File: config.mk
export PLATFORM = sky130hd
export DESIGN_NAME = byte_pair_deser
export DESIGN_NICKNAME = d
export VERILOG_FILES = /design/src/rtl/byte_pair_deser.sv
export SDC_FILE = /design/constraint.sdc
export NUM_CORES = 1
export LEC_CHECK = 0
export ABC_AREA = 1
export CAP_MARGIN = 20
export CORE_MARGIN = 5
export CORE_UTILIZATION = 30
export CTS_BUF_LIST = sky130_fd_sc_hd__clkbuf_8
export DETAILED_ROUTE_END_ITERATION = 7
export SYNTH_ARGS = -nofsm -noshare
export SYNTH_HDL_FRONTEND = slang
export SYNTH_SLANG_ARGS = --single-unit
File: constraint.sdc
create_clock -name clk -period 4.5 [get_ports clk]
set_clock_uncertainty 0.2 [all_clocks]
set_input_delay 0.9 -clock clk [delete_from_list [all_inputs] [get_ports clk]]
set_output_delay 0.9 -clock clk [all_outputs]
set_load 0.1 [all_outputs]
File: src/rtl/byte_pair_deser.sv
// byte_pair_deser: serial byte stream -> registered low/high byte pairs.
// One byte is staged in 'lo' until its partner arrives; a flush request
// emits a staged odd byte padded with PAD so packets can be drained.
module byte_pair_deser #(
  parameter int               WIDTH = 8,
  parameter logic [WIDTH-1:0] PAD   = '0,
  parameter int               CNT_W = 16
) (
  input  logic             clk,
  input  logic             rst,
  input  logic [WIDTH-1:0] in_data,
  input  logic             in_valid,
  output logic             in_ready,
  input  logic             flush,
  output logic [WIDTH-1:0] out_lo,
  output logic [WIDTH-1:0] out_hi,
  output logic             odd,
  output logic             out_valid,
  input  logic             out_ready,
  output logic [CNT_W-1:0] pair_cnt
);

  logic [WIDTH-1:0] lo;
  logic             lo_valid;
  logic             slot_free;
  logic             accept;
  logic             pair_load;
  logic             flush_load;
  logic             any_load;

  // Output slot frees up when empty or being drained this cycle.
  assign slot_free  = !out_valid || out_ready;
  // A staged byte only blocks input when its pair could not be written.
  assign in_ready   = !rst && (!lo_valid || slot_free);
  assign accept     = in_valid && in_ready;
  // accept with lo_valid implies slot_free, so the pair slot is available.
  assign pair_load  = accept && lo_valid;
  // Accept wins over flush: a flush only fires when no byte is taken.
  assign flush_load = flush && lo_valid && slot_free && !accept;
  assign any_load   = pair_load || flush_load;

  // Staging register for the first byte of a pair.
  always_ff @(posedge clk) begin
    if (rst) begin
      lo       <= '0;
      lo_valid <= 1'b0;
    end else if (any_load) begin
      lo_valid <= 1'b0;
    end else if (accept) begin
      lo       <= in_data;
      lo_valid <= 1'b1;
    end
  end

  // Output pair register: load, drain, or hold under backpressure.
  always_ff @(posedge clk) begin
    if (rst) begin
      out_lo    <= '0;
      out_hi    <= '0;
      odd       <= 1'b0;
      out_valid <= 1'b0;
    end else if (any_load) begin
      out_lo    <= lo;
      out_hi    <= pair_load ? in_data : PAD;
      odd       <= flush_load;
      out_valid <= 1'b1;
    end else if (out_ready) begin
      out_valid <= 1'b0;
    end
  end

  // Count of pairs loaded; wraps silently.
  always_ff @(posedge clk) begin
    if (rst)           pair_cnt <= '0;
    else if (any_load) pair_cnt <= pair_cnt + CNT_W'(1);
  end

endmodule

# Word-level counts from Yosys, hierarchy flattened
# Index checks and enable logic that the tools add are counted.
# word_totals
mem_count	0
ram_bits	0
latch_bits	0
reg_bits	43
rom_bits	0
elab_cells	28
inputBits	13
# classes
mul	0
bitwise_logic	1
order_cmp	0
n_reduce_logical	16
muxes	3
addsub	1
n_eq_ne	0
div	0
shift	0
# op_table
operator	count
$add A16 B1 Y16 const B	1
$mux W8	1
$logic_and A1 B1 Y1	6
$logic_not A1 Y1	4
$logic_or A1 B1 Y1	3
$mux W1	2
$reduce_and A2 Y1	1
$reduce_bool A2 Y1	1
$reduce_or A2 Y1	1
$not A1 Y1	1

# Longest topological paths before layout
# Gate-level depths: netlist (run 1).
# logic_depth
ltp_word	10
mapped_depth	9

# Least setup slack after synthesis (run 1)
# Ideal clock, no wire load.
# synth_timing
kind	flip-flop to output port
startpoint	reg out_valid
endpoint	out in_ready
n_path_buf	0
stages_incl_launch_ff	4
setup_slack_ps	1601
t_arrival_ps	1799
cell_sequence	dfxtp_1 nand2_1 o21ai_0 inv_1
# synth_between
elab_chain_len	4
# synth_lines
element	line_no	source
start, declared	18	output logic out_valid,
start signal, assigned	61	out_valid <= 1'b0;
start signal, assigned	66	out_valid <= 1'b1;
start signal, assigned	68	out_valid <= 1'b0;
$logic_not A1 Y1	32	assign slot_free = !out_valid || out_ready;
$logic_or A1 B1 Y1	32	
$logic_or A1 B1 Y1	34	assign in_ready = !rst && (!lo_valid || slot_free);
$logic_and A1 B1 Y1	34	
end, declared	13	output logic in_ready,
# Every way passes these cells.

# Worst setup path in the final report (run 1)
# layout_timing
startpoint	in rst
endpoint	out in_ready
# layout_between
elab_chain_len	2
# layout_lines
element	line_no	source
start, declared	10	input logic rst,
$logic_not A1 Y1	34	
$logic_and A1 B1 Y1	34	
# Every way passes these cells.

==> results of run 1 <==
==> sequential cells by signal, summed over array words and instances, names as in the netlist <==
| signal | flops |
|---|---|
| pair_cnt | 16 |
| lo | 8 |
| out_hi | 8 |
| out_lo | 8 |
| lo_valid | 1 |
| odd | 1 |
| out_valid | 1 |
==> logic make-up (layout without fill, tap and decap cells) <==
kind of cell	count (synthesis)	in the layout	share of synthesized area
buf+inv	44	88	0.1075
xor+xnor	1	1	0.004886
fa+ha+maj	1	1	0.006977
simple gates	96	96	0.2387
flops	43	43	0.4801
compound gates	58	58	0.1619
==> worst min-delay path, delay by kind of cell (launching register included) <==
family | cells | cell delay (ps)
AOI/OAI and AO/OA | 1 | 50
buffers and inverters | 1 | 60
DFF | 1 | 300
==> cell usage in the layout, fill, tap and decap left out <==
master,instances
nand2_1,32
nor3_1,2
nand3_1,29
nand3b_1,1
buf_4,2
clkbuf_8,5
a21oi_1,30
o21ai_1,1
nand4_4,1
bufinv_16,1
inv_1,33
dfxtp_1,43
clkdlybuf4s50_1,46
inv_2,1
nor2_1,30
nand2_4,1
o21ai_0,27
ha_1,1
xor2_1,1
==> per-stage QoR <==
stage / cells / utilization / power (mW)
final: 362 / 0.4095 / 0.8787
after global routing: 362 / 0.4095 / 0.9180
after CTS: 362 / 0.4095 / 0.8880
after detailed placement: 355 / 0.3920 / 0.5983
after global placement: 355 / 0.3920 / 0.5980
after floorplan: 243 / - / 0.5559
==> final cells by class <==
class	count	area [um^2]
fillers	575	3455
clock inverters	2	33.78
flip-flops and latches	43	860.8
inverters	33	123.9
well taps	75	93.84
multi-input cells	156	739.5
repair buffers	48	475.5
clock buffers	5	68.82
==> synthesized netlist by cell type <==
library cell  instances  area (um^2)
dfxtp_1              43        860.8
buf_1                 2        7.510
nand2_1              32        120.1
xor2_1                1        8.760
clkbuf_1              2        7.510
o21ai_0              27        135.1
a21oi_1              30        150.1
inv_2                 1        3.750
ha_1                  1        12.51
nor2_1               30        112.6
nand2_4               1        11.26
nand3_1              29        145.1
nand4_4               1        21.27
buf_2                 4        20.02
o21ai_1               1        5.000
nor3_1                2        10.01
inv_1                32        120.1
nand3b_1              1        7.510
buf_6                 3        33.78
==> per-layer routing <==
layer  vias up  routed length [um]
li1        874                   -
met1       761                2119
met2        55                1612
met3         2                 314
met4         0                  21
met5         -                   0
==> worst paths after layout <==
check                                            start  slack (ps)  cells after the start                        end
worst max register to register  out_valid$_SDFFE_PP0P_        2610                      7  pair_cnt[10]$_SDFFE_PP0P_
worst min register to register      lo[5]$_SDFFE_PP0P_         250                      2         lo[5]$_SDFFE_PP0P_
worst max-delay path                               rst        1220                      5                   in_ready
worst min-delay path                lo[5]$_SDFFE_PP0P_         250                      2         lo[5]$_SDFFE_PP0P_
==> power by group <==
part,switching [mW],internal [mW]
Combinational,0.137,0.0433
Sequential,0.0104,0.398
Clock,0.129,0.160
==> summary.txt, run 1 <==
status -> complete, no violations
CP max stage delay -> 480 ps
TNS Setup -> 0 ps
die area -> 7623 um^2
CTS tree -> built
Starting Density -> 0.3065
clock buffer count from CTS -> 5
DRC Markers -> 0
critical-path cell list -> clkdlybuf4s50_1 > inv_2 > o21ai_0 > inv_1 > buf_4
routing usage on met2 -> 0.1733
CTS H-tree lvls -> 2
CP arrival -> 2180 ps
final hold violations -> 0
Bufs on Longest Clock Path -> 2
Setup violations, final -> 0
nets -> 301
GR Util met3 -> 0.04636
Slowest cell on crit path -> clkdlybuf4s50_1
max cap viols -> 0
CP startpoint kind -> input pin
PnR worst setup slack -> 1220 ps
largest net degree at the start of global routing -> 49
Design Area, Final -> 2396 um^2
Avg WL per Cell -> 11.23 um
Max Freq -> 0.3049 GHz
Slew Viols, Final -> 0
post-route ant nets -> 0
core area -> 5851 um^2
WP buf/inv -> 4
Crit Path Max Fanout -> 19
busiest grt layer -> met2
fraction of layout instances using a drive strength above 1 -> 0.03833
Worst-Skew Late Latency -> 300 ps
die height -> 87.31 um
post-route minimum period -> 3280 ps
die width -> 87.31 um
Area Overhead vs Synth -> 33.64%
Worst IR Drop VDD -> 0.0001829 V
met1 GRT Util -> 0.1630
worst hold slack -> 254.9 ps
final period utilization -> 0.7289
Hold Crit Class -> flop to flop
pwr/cell area -> 366.7 nW/um^2
vias per inst -> 4.674
Req. time, crit path -> 3400 ps
critical path type -> input pin to output pin
GRT Total Usage -> 0.1185
Routability Congestion -> 0.7758
initial antenna violation count -> 0
post-synthesis register bit count -> 43
crit end category -> output pin
Mapped Area -> 1793 um^2
via count -> 1,692
synthesized instance count -> 243
DP Wirelength -> 2861 um
vias in the first global route -> 1,646
I/O Buffers -> 47
Reg clk slew, reported paths -> 70 ps
Worst slew margin -> 0.3470
DRT Wirelength -> 4067 um
Congestion Overflow GR -> 0
Ant. Diodes -> 0
1st-pass router iterations -> 4
1st-iter DRT viols -> 126
first-pass GRT wire length -> 7286 um
CTS sink cnt -> 43
IO Count -> 48
unrepaired setup endpoints after global routing -> false
CTS Hold Buffers Added -> 0
delay-heaviest family, CP -> buffers and inverters
Netlist cell types -> 19
Mapped Avg Cell Area -> 7.378 um^2
Worst-Margin Slew -> 976.5 ps
# resized after CTS -> 0
post-synth net total -> 257
dpl ws -> 1052 ps
clk root buf -> clkbuf_8
Post-CTS Setup Inserts -> 0
Leakage -> 0.9577 nW
row count -> 28
post-synthesis sequential area ratio -> 0.4801
Yosys warning total -> 0
placed instance area -> 2293 um^2
No activity file was read; power rests on OpenSTA's default activity.
==> run 2: changes to the inputs <==
clock period = 3.2 ns   (was 4.5 ns; I/O delays follow)
==> run 2 against run 1 <==
Final area down 2.1%. Via count down 5.9%. Sequential share of layout area up 0.79 points. Combinational power up 40%. Routed wire length up 2.0%. Utilization down 0.88 points. Global-route usage down 0.17 points. Largest power group unchanged. Highest routed layer unchanged.
==> summary.txt, run 2 (synthesized netlist as in run 1, its figures left out) <==
Leakage -> 1.037 nW (+8.3%)
Setup violations, final -> 0 (unchanged)
critical path type -> input pin to output pin
largest net degree at the start of global routing -> 43 (-12%)
crit path launch -> out_ready
clk root buf -> clkbuf_8
dpl ws -> 409.4 ps (-642.6 ps)
largest reg by FF count -> pair_cnt
CTS tree -> built
die height -> 87.31 um (unchanged)
GRT Total Usage -> 0.1168 (-0.001737)
post-route minimum period -> 2548 ps
Final Power -> 1.264 mW (+44%)
via count -> 1,593 (-5.9%)
nets -> 302 (+0.33%)
initial antenna violation count -> 0 (unchanged)
CP arrival -> 1710 ps (-470 ps)
max cap viols -> 0 (unchanged)
Area Overhead vs Synth -> 30.77%
Max Freq -> 0.3924 GHz
Worst IR Drop VDD -> 0.0002237 V (+22%)
1st-pass router iterations -> 4 (unchanged)
# resized after CTS -> 0 (unchanged)
vias in the first global route -> 1,572 (-4.5%)
1st-iter DRT viols -> 68 (-46%)
post-route core utilization -> 0.4008 (-0.008768)
unrepaired setup endpoints after global routing -> false
DRT Wirelength -> 4147 um (+2.0%)
Post-CTS Setup Inserts -> 0 (unchanged)
DP Wirelength -> 2867 um (+0.22%)
die width -> 87.31 um (unchanged)
Bufs on Longest Clock Path -> 2 (unchanged)
Congestion Overflow GR -> 0 (unchanged)
most frequent cells in the layout -> dfxtp_1, buf_4, inv_1, nand2_1
Avg WL per Cell -> 11.39 um (+1.4%)
Worst slew margin -> 0.6604 (+0.3135)
TNS Setup -> 0 ps (unchanged)
worst hold slack -> 259.3 ps (+4.394 ps)
IO Count -> 48 (unchanged)
die area -> 7623 um^2 (unchanged)
first-pass GRT wire length -> 7155 um (-1.8%)
final hold violations -> 0 (unchanged)
Hold Crit Class -> flop to flop
fraction of layout instances using a drive strength above 1 -> 0.1661 (+0.1278)
vias per inst -> 4.376 (-6.4%)
status -> complete, no violations
I/O Buffers -> 47 (unchanged)
placed cell count -> 356 (+0.28%)
post-route ant nets -> 0 (unchanged)
CTS sink cnt -> 43 (unchanged)
Worst-Skew Late Latency -> 290 ps (about the same)
Design Area, Final -> 2345 um^2 (-2.1%)
CTS H-tree lvls -> 2 (unchanged)
final period utilization -> 0.7963
Routability Congestion -> 0.7089 (-8.6%)
Req. time, crit path -> 2360 ps (-1040 ps)
Starting Density -> 0.3065 (unchanged)
min-delay src -> lo[0]$_SDFFE_PP0P_
Slew Viols, Final -> 0 (unchanged)
max reg flops -> 16 (unchanged)
DRC Markers -> 0 (unchanged)
non-filler cells, final -> 364 (+0.55%)
core area -> 5851 um^2 (unchanged)
CP startpoint kind -> input pin
crit end category -> output pin
commonest non-fill, non-tap cell in the layout -> dfxtp_1
pwr/cell area -> 539.3 nW/um^2 (+47%)
Worst-Margin Slew -> 507.9 ps (-468.6 ps)
placed instance area -> 2228 um^2 (-2.8%)
PnR worst setup slack -> 651.8 ps (-568.1 ps)
row count -> 28 (unchanged)
Ant. Diodes -> 0 (unchanged)
Crit Path Max Fanout -> 4 (-15)
clock buffer count from CTS -> 5 (unchanged)
Reg clk slew, reported paths -> 90 ps (+20 ps)
CTS Hold Buffers Added -> 0 (unchanged)
reg2reg start -> out_valid$_SDFFE_PP0P_
==> run 2: report_power, final <==
part	switching, mW	total (mW)	internal (mW)
clock network	0.201	0.438	0.237
logic	0.194	0.252	0.0582
registers	0.0142	0.575	0.560
total	0.409	1.26	0.855
==> run 2: layer usage <==
layer / vias to the layer above / part of all wire / global-route usage
met5: - / 0 / 0
met4: 0 / 0.0087 / 0.03766
met3: 4 / 0.090 / 0.04447
met2: 48 / 0.42 / 0.1815
met1: 667 / 0.48 / 0.1487
li1: 874 / - / -
==> run 2: final timing paths <==
kind | end | slack, ps | cells after the start
worst max register to register | out_hi[0]$_SDFFE_PP0P_ | 1360 | 6
worst min register to register | lo[0]$_SDFFE_PP0P_ | 260 | 2
worst min-delay path | lo[0]$_SDFFE_PP0P_ | 260 | 2
worst max-delay path | in_ready | 650 | 6
==> run 2: area by class of cell <==
type | instances | area [um^2]
Inverter | 33 | 123.9
Timing Repair Buffer | 49 | 410.4
Tap cell | 75 | 93.84
Clock inverter | 3 | 47.55
Clock buffer | 5 | 68.82
Fill cell | 631 | 3506
Multi-Input combinational cell | 156 | 739.5
Sequential cell | 43 | 860.8
==> run 2: worst max-delay path: stages <==
cell and delay [ps]:
clkdlybuf4s50_1 390, inv_1 50, nand2_1 130, o21ai_0 210
inv_1 110, buf_12 170
